[src/rtl/seg7_scan_driver.sv]
// Time-multiplexed common-anode 7-segment scanner with shadowed digit data.
// Optional leading-zero blanking is compiled in with `define SEG_LZB_EN.
module seg7_scan_driver #(
    parameter int DIGITS   = 8,
    parameter int SCAN_DIV = 100000
) (
    input  logic                clk,
    input  logic                rst,
    input  logic                load,
    input  logic [4*DIGITS-1:0] data,
    input  logic [DIGITS-1:0]   dp_mask,
    input  logic [DIGITS-1:0]   en_mask,
    output logic [7:0]          seg,
    output logic [DIGITS-1:0]   an,
    output logic                wrap
);

    localparam int CNT_W = $clog2(SCAN_DIV);
    localparam int IDX_W = (DIGITS > 1) ? $clog2(DIGITS) : 1;
    localparam logic [CNT_W-1:0] CNT_MAX = CNT_W'(SCAN_DIV - 1);
    localparam logic [IDX_W-1:0] IDX_MAX = IDX_W'(DIGITS - 1);

    logic [CNT_W-1:0]    cnt_q, cnt_d;
    logic [IDX_W-1:0]    idx_q, idx_d;
    logic [4*DIGITS-1:0] data_q, data_d;
    logic [DIGITS-1:0]   dp_q, dp_d;
    logic [DIGITS-1:0]   en_q, en_d;
    logic [7:0]          seg_q, seg_d;
    logic [DIGITS-1:0]   an_q, an_d;
    logic                wrap_q, wrap_d;
    logic [DIGITS-1:0]   lz_blank;

    function automatic logic [6:0] hex7(input logic [3:0] nib);
        logic [6:0] code;
        case (nib)
            4'h0: code = 7'h40;
            4'h1: code = 7'h79;
            4'h2: code = 7'h24;
            4'h3: code = 7'h30;
            4'h4: code = 7'h19;
            4'h5: code = 7'h12;
            4'h6: code = 7'h02;
            4'h7: code = 7'h78;
            4'h8: code = 7'h00;
            4'h9: code = 7'h10;
            4'hA: code = 7'h08;
            4'hB: code = 7'h03;
            4'hC: code = 7'h46;
            4'hD: code = 7'h21;
            4'hE: code = 7'h06;
            default: code = 7'h0E;
        endcase
        return code;
    endfunction

    always_comb begin
        cnt_d  = cnt_q + 1'b1;
        idx_d  = idx_q;
        wrap_d = 1'b0;
        if (cnt_q == CNT_MAX) begin
            cnt_d = '0;
            if (idx_q == IDX_MAX) begin
                idx_d  = '0;
                wrap_d = 1'b1;
            end else begin
                idx_d = idx_q + 1'b1;
            end
        end
    end

    always_comb begin
        data_d = data_q;
        dp_d   = dp_q;
        en_d   = en_q;
        if (load) begin
            data_d = data;
            dp_d   = dp_mask;
            en_d   = en_mask;
        end
    end

`ifdef SEG_LZB_EN
    // Walk from the top digit down; blanking continues while every enabled
    // nibble seen so far is zero and no decimal point has been reached.
    always_comb begin
        logic        zero_run;
        int unsigned j;
        lz_blank = '0;
        zero_run = 1'b1;
        for (int unsigned k = 0; k < DIGITS; k++) begin
            j = DIGITS - 1 - k;
            zero_run = zero_run & ~dp_q[j] & (~en_q[j] | (data_q[4*j +: 4] == 4'h0));
            lz_blank[j] = zero_run && (j != 0);
        end
    end
`else
    always_comb begin
        lz_blank = '0;
    end
`endif

    // Outputs follow the upcoming idx with the current shadow, so a load on a
    // digit-change edge still shows the old nibble for that one cycle.
    always_comb begin
        seg_d = 8'hFF;
        an_d  = '1;
        for (int unsigned i = 0; i < DIGITS; i++) begin
            if (idx_d == IDX_W'(i) && en_q[i] && !lz_blank[i]) begin
                an_d[i] = 1'b0;
                seg_d   = {~dp_q[i], hex7(data_q[4*i +: 4])};
            end
        end
    end

    always_ff @(posedge clk or posedge rst) begin
        if (rst) begin
            cnt_q  <= '0;
            idx_q  <= '0;
            data_q <= '0;
            dp_q   <= '0;
            en_q   <= '0;
            seg_q  <= 8'hFF;
            an_q   <= '1;
            wrap_q <= 1'b0;
        end else begin
            cnt_q  <= cnt_d;
            idx_q  <= idx_d;
            data_q <= data_d;
            dp_q   <= dp_d;
            en_q   <= en_d;
            seg_q  <= seg_d;
            an_q   <= an_d;
            wrap_q <= wrap_d;
        end
    end

    assign seg  = seg_q;
    assign an   = an_q;
    assign wrap = wrap_q;

endmodule
[config.mk]
export PLATFORM = sky130hd
export DESIGN_NAME = seg7_scan_driver
export DESIGN_NICKNAME = d
export VERILOG_FILES = /design/src/rtl/seg7_scan_driver.sv
export SDC_FILE = /design/constraint.sdc
export NUM_CORES = 1
export LEC_CHECK = 0
export CAP_MARGIN = 20
export CELL_PAD_IN_SITES_DETAIL_PLACEMENT = 2
export CELL_PAD_IN_SITES_GLOBAL_PLACEMENT = 2
export CORE_MARGIN = 2
export CORE_UTILIZATION = 35
export DETAILED_ROUTE_END_ITERATION = 6
export PLACE_DENSITY = 0.82
export SLEW_MARGIN = 0
export SYNTH_ARGS = -nofsm -noshare
export SYNTH_HDL_FRONTEND = slang
export SYNTH_SLANG_ARGS = --single-unit
[constraint.sdc]
create_clock -name clk -period 5.4 [get_ports clk]
set_input_delay 1.08 -clock clk [delete_from_list [all_inputs] [get_ports clk]]
set_output_delay 1.08 -clock clk [all_outputs]
set_load 0.01 [all_outputs]
; ---- Yosys cells after proc, flatten, opt, wreduce, memory -nomap -nowiden
; Memory sizes are Yosys's and may differ from the RTL's.
; Index checks and enable logic that the tools add are counted.
[word_totals]
reg_bits = 85
rom_bits = 896
in_bits = 51
out_inout_bits = 17
word_cells = 65
mem_count = 8
[mem_list]
columns = memory, words, word_bits, read_ports, rd_clocked_by_memory_dff, write_ports, line
row1 = (no name shown), 16, 7, 1, 0, 0, 35  ; case (nib)
row2 = (no name shown), 16, 7, 1, 0, 0, 35
row3 = (no name shown), 16, 7, 1, 0, 0, 35
row4 = (no name shown), 16, 7, 1, 0, 0, 35
row5 = (no name shown), 16, 7, 1, 0, 0, 35
row6 = (no name shown), 16, 7, 1, 0, 0, 35
row7 = +2 memories, --, --, --, --, --, --
[op_classes]
add_sub_neg = 2
eq_ne = 9
muxes = 21
bitwise = 8
reduce_logical = 9
[ops]
columns = operator, n
row1 = $mux W8, 8
row2 = $add A17 B1 Y17 const B, 1
row3 = $eq A17 B17 Y1 const B, 1
row4 = $mux W17, 1
row5 = $eq A3 B3 Y1 const B, 5
row6 = $mux W1, 10
row7 = $logic_and A1 B1 Y1, 8
row8 = $not A1 Y1, 8
row9 = $eq A3 B2 Y1 const B, 2
row10 = $mux W3, 2
row11 = $add A3 B1 Y3 const B, 1
row12 = $eq A3 B1 Y1 const B, 1
row13 = $logic_not A3 Y1, 1

; ---- Logic depth before layout (Yosys ltp)
[depth]
word_depth = 13
mapped_depth = 9
depth_no_buf = 9

; ---- Worst setup path after synthesis
; No wires, ideal clock.
[synth_path]
kind = register to register
from = register cnt_q[13]
to = register seg_q[3] (netlist: seg[3])
setup_time_ns = 0.073
arrival_ns = 2.471
required_ns = 5.327
slack_ns = 2.856
stages_incl_launch_ff = 8
n_path_buf = 0
period_less_slack_ns = 2.544
cell_sequence = dfrtp_1 -> or4_4 -> nor4_4 -> mux2_2 -> inv_1 -> o22ai_1 -> or4_1 -> a21oi_1
[synth_between]
elab_chain_cells = 12
word_cells_on_any_way = 26
classes_between = eq/ne: 8 / mux: 9 / reduce/logical: 9
[synth_lines]
columns = item, line
row1 = start: declaration, 23  ; logic [CNT_W-1:0] cnt_q, cnt_d;
row2 = start signal: assignment, 126  ; cnt_q <= cnt_d;
row3 = $eq A17 B17 Y1 (*), 60  ; if (cnt_q == CNT_MAX) begin
row4 = $mux W3 (*), 60
row5 = $logic_not A3 Y1, 108  ; if (idx_d == IDX_W'(i) && en_q[i] && !lz_blank[i]) begin
row6 = $logic_and A1 B1 Y1, 108
row7 = $mux W8 (7 in series), 108
row8 = $mux W8 (*), 108
row9 = net seg_d[3], 28  ; logic [7:0] seg_q, seg_d;
row10 = end signal: assignment, 131  ; seg_q <= seg_d;
row11 = end: declaration, 28
; Mark *: on every way through the listed nets, which the timed path passes. The rest lies on a longest branch.
; A chain may end at the register's enable or synchronous reset.

; ---- Worst setup path in the final report
[layout_path]
from = register cnt_q[0]
to = register seg_q[5] (netlist: seg[5])
; Same word-level chain as after synthesis.

==> summary.md <==
| Metric | Value |
|---|---|
| Fin cells | `845` |
| Post-synthesis area per instance | `between 9 and 10 um2` |
| Leak | `0.00290 uW` |
| Ant. Diodes | `0` |
| Clk slew on worst S/H paths | `60 ps` |
| Mapped Area | `5650 um2` |
| Remaining global-route overflow | `0` |
| Final min period | `3120 ps` |
| Main flop type after synthesis | `dfrtp_1` |
| Asr flop ratio synth | `100%` |
| Critical path arrival | `3390 ps` |
| Final Setup Violations | `0` |
| Top-area cell type share of the netlist area | `30.6%` |
| DIE AREA | `about 17000 um2` |
| Synth cell count leaders | `69 x dfrtp_1, 51 x ha_1, 48 x nand2_1` |
| Area growth from synthesis to layout | `20.8%` |
| M3 GR Usage | `2.52%` |
| First-pass GRT wire length | `27400 um` |
| Max Cap Viol | `0` |
| GRT met1 Usage | `26.6%` |
| H-tree depth | `3` |
| Port bufs | `67` |
| Status | `finished clean` |
| Post-synth cell types | `61` |
| Post-place instance area | `6500 um2` |
| CTS resizes | `0` |
| Avg WL per Cell | `20.1 um` |
| Die W | `131 um` |
| Residual DRC count | `0` |
| Max Freq | `320 MHz` |
| Area leader, netlist | `dfrtp_1` |
| Gp weighted congestion | `0.866` |
| CTS max path bufs | `2` |
| VDD IR-drop max | `0.147 mV` |
| Setup TNS | `0 ps` |
| Most common cell in the netlist | `dfrtp_1` |
| Worst Path Max Fanout | `9` |
| Worst slew pin tran | `roughly 700 ps` |
| First-pass DRT Iterations | `4` |
| M2 GR Usage | `37.4%` |
| # hold bufs at CTS | `0` |
| Fillcell total | `1687` |
| Syn nets | `670` |
| Dpl hpwl | `around 12000 um` |
| Combinational share of power | `19.9%` |
| Critical Path RT | `5660 ps` |
| Sink Count | `85` |
| Post-synthesis sequential area ratio | `38.0%` |
| Ys Warns | `0` |
| Post-CTS Setup Repair Bufs | `0` |
| Worst-Skew Late Latency | `350 ps` |
| Final Cell Area | `6820 um2` |
| Placed cell count | `between 800 and 900` |
| Hold Fails Final Rpt | `0` |
| Final worst path period share | `between 50% and 60%` |
| Switching share of power | `30.2%` |
| Worst Skew | `9.85 ps` |
| Critical path class | `register to register` |
| Most Used Layer, Global Route | `met2` |
| Critical Path Sink Type | `register` |
| RSZ-0062 raised after global routing | `no` |
| Die Ht | `roughly 130 um` |
| Startpoint types | `register` |
| Slew Viols, Final | `0` |
| HP Class | `register to register` |
| CTS tree | `yes` |
| Flop pwr share | `44.6%` |
| Routed vias/inst | `5.40` |
| Top cells by area, synth | `dfrtp_1 31%, ha_1 11%, mux2_2 7.6%` |
| P_sw | `521 uW` |
| I/O pins | `between 60 and 70` |
| Initial antenna violation count | `0` |
| CTS Buf Count | `9` |
| 1st-iter DRT viols | `244` |
| Starting Density | `35.7%` |
| Reg2Reg Setup Slack | `~2300 ps` |
| Clock power share | `between 30 and 40%` |
| Pint | `1200 uW` |
| Synth Register Bits | `85` |
| CORE AREA | `approximately 16000 um2` |
| Nets@finish | `726` |
| Total power | `1720 uW` |
| Post-synth EDFFs | `0` |
| Final WL | `between 15000 and 20000 um` |
| Clk root buf | `clkbuf_16` |
| GRT Overall Usage | `20.9%` |
| Mapped Cells | `568` |
| Layout cells sized above 1 | `15.6%` |
| Row cnt | `46` |
| Relative slew margins | `52.0%` |
| Cell Pwr Density | `253 nW/um2` |
| Largest net degree at the start of global routing | `60` |
| Via Count | `4566` |
| Final ANT Viol Nets | `0` |
| Vias in the first global route | `5015` |
==> power by group through the flow <==
stage / Combinational [uW] / Clock, uW / Sequential (uW)
2_1_floorplan: 243 / 0 / 733
3_3_place_gp: 324 / 0 / 773
3_5_place_dp: 341 / 0 / 778
4_1_cts: 346 / 634 / 769
5_1_grt: 380 / 653 / 779
6_report: 343 / 612 / 768
==> layer usage <==
| layer | share of wire, % | routed length (um) |
|---|---|---|
| met5 | 0 | 0 |
| met2 | 53 | 9070 |
| met4 | 0.96 | 163 |
| met1 | 43 | 7310 |
| met3 | 2.6 | 449 |
==> through the flow <==
stage | hold WS, ps | setup WS [ps] | utilization, %
final | 499 | 2280 | 43.1
after detailed placement | 496 | 1970 | 41.1
after global routing | 519 | 2010 | 43.1
after CTS | 511 | 1820 | 42.9
after global placement | 472 | 2110 | 41.1
after floorplan | 455 | 2150 | -
==> path summary, 6_finish.rpt <==
| kind | end | cells past startpoint | from |
|---|---|---|---|
| max | seg[5] | 7 | cnt_q[0] |
| min | cnt_q[13] | 1 | cnt_q[13] |
| max reg2reg | seg[5] | 7 | cnt_q[0] |
| min reg2reg | cnt_q[13] | 1 | cnt_q[13] |
| max in group asynchronous | seg[3] | 4 | rst |
| min in group asynchronous | dp_q[7] | 2 | rst |
==> layout make-up <==
cell class / count / area (um2) / area share [%]
repair buffers: 74 / 728 / 10.7
inverters: 36 / 136 / 2.00
multi-input cells: 418 / 3260 / 47.7
clock inverters: 4 / 30.0 / 0.440
well taps: 216 / 270 / 3.96
flip-flops and latches: 85 / 2150 / 31.5
clock buffers: 12 / 256 / 3.76
==> worst max-delay path: stages (launching register included) <==
cell and delay (ps):
dfrtp_1 410, ha_1 250, nand4_1 270, nor4_4 610
mux2i_1 680, o311ai_0 310, a41oi_1 410, a2111oi_2 90
==> placed cells by master (no fill, tap or decap), types with 6 or more instances in the layout <==
cell type / n
dfstp_2: 16
a21oi_1: 15
o22ai_1: 7
nor3_1: 8
a22oi_1: 8
clkdlybuf4s50_1: 66
o21ai_0: 44
mux2_2: 38
a32oi_1: 8
nand4b_1: 6
mux4_2: 7
ha_1: 51
dfrtp_1: 69
o211ai_1: 6
nor2b_1: 11
inv_1: 35
nand3_1: 8
clkbuf_16: 9
nand2b_1: 6
xor2_1: 8
mux2i_1: 23
nand2_1: 48
nor2_1: 43
==> flip-flops by register name, summed over array words and instances, names as in the netlist <==
register and count:
data_q 32, an 8, dp_q 8, wrap 1, en_q 8, idx_q 3
seg 8, cnt_q 17
==> kinds of logic (layout without fill, tap and decap cells) <==
family                   after synthesis  after routing  synth area share, %
adder cells (fa/ha/maj)               51             51                 11.3
AO/OA/AOI/OAI                        124            124                 14.9
multiplexers                          70             70                 15.0
AND/OR/NAND/NOR                      160            160                 14.5
flip-flops                            85             85                 38.0
buffers and inverters                 65            126                 4.34
XOR/XNOR                              13             13                 2.02
Power figures use the tool's default switching activity.
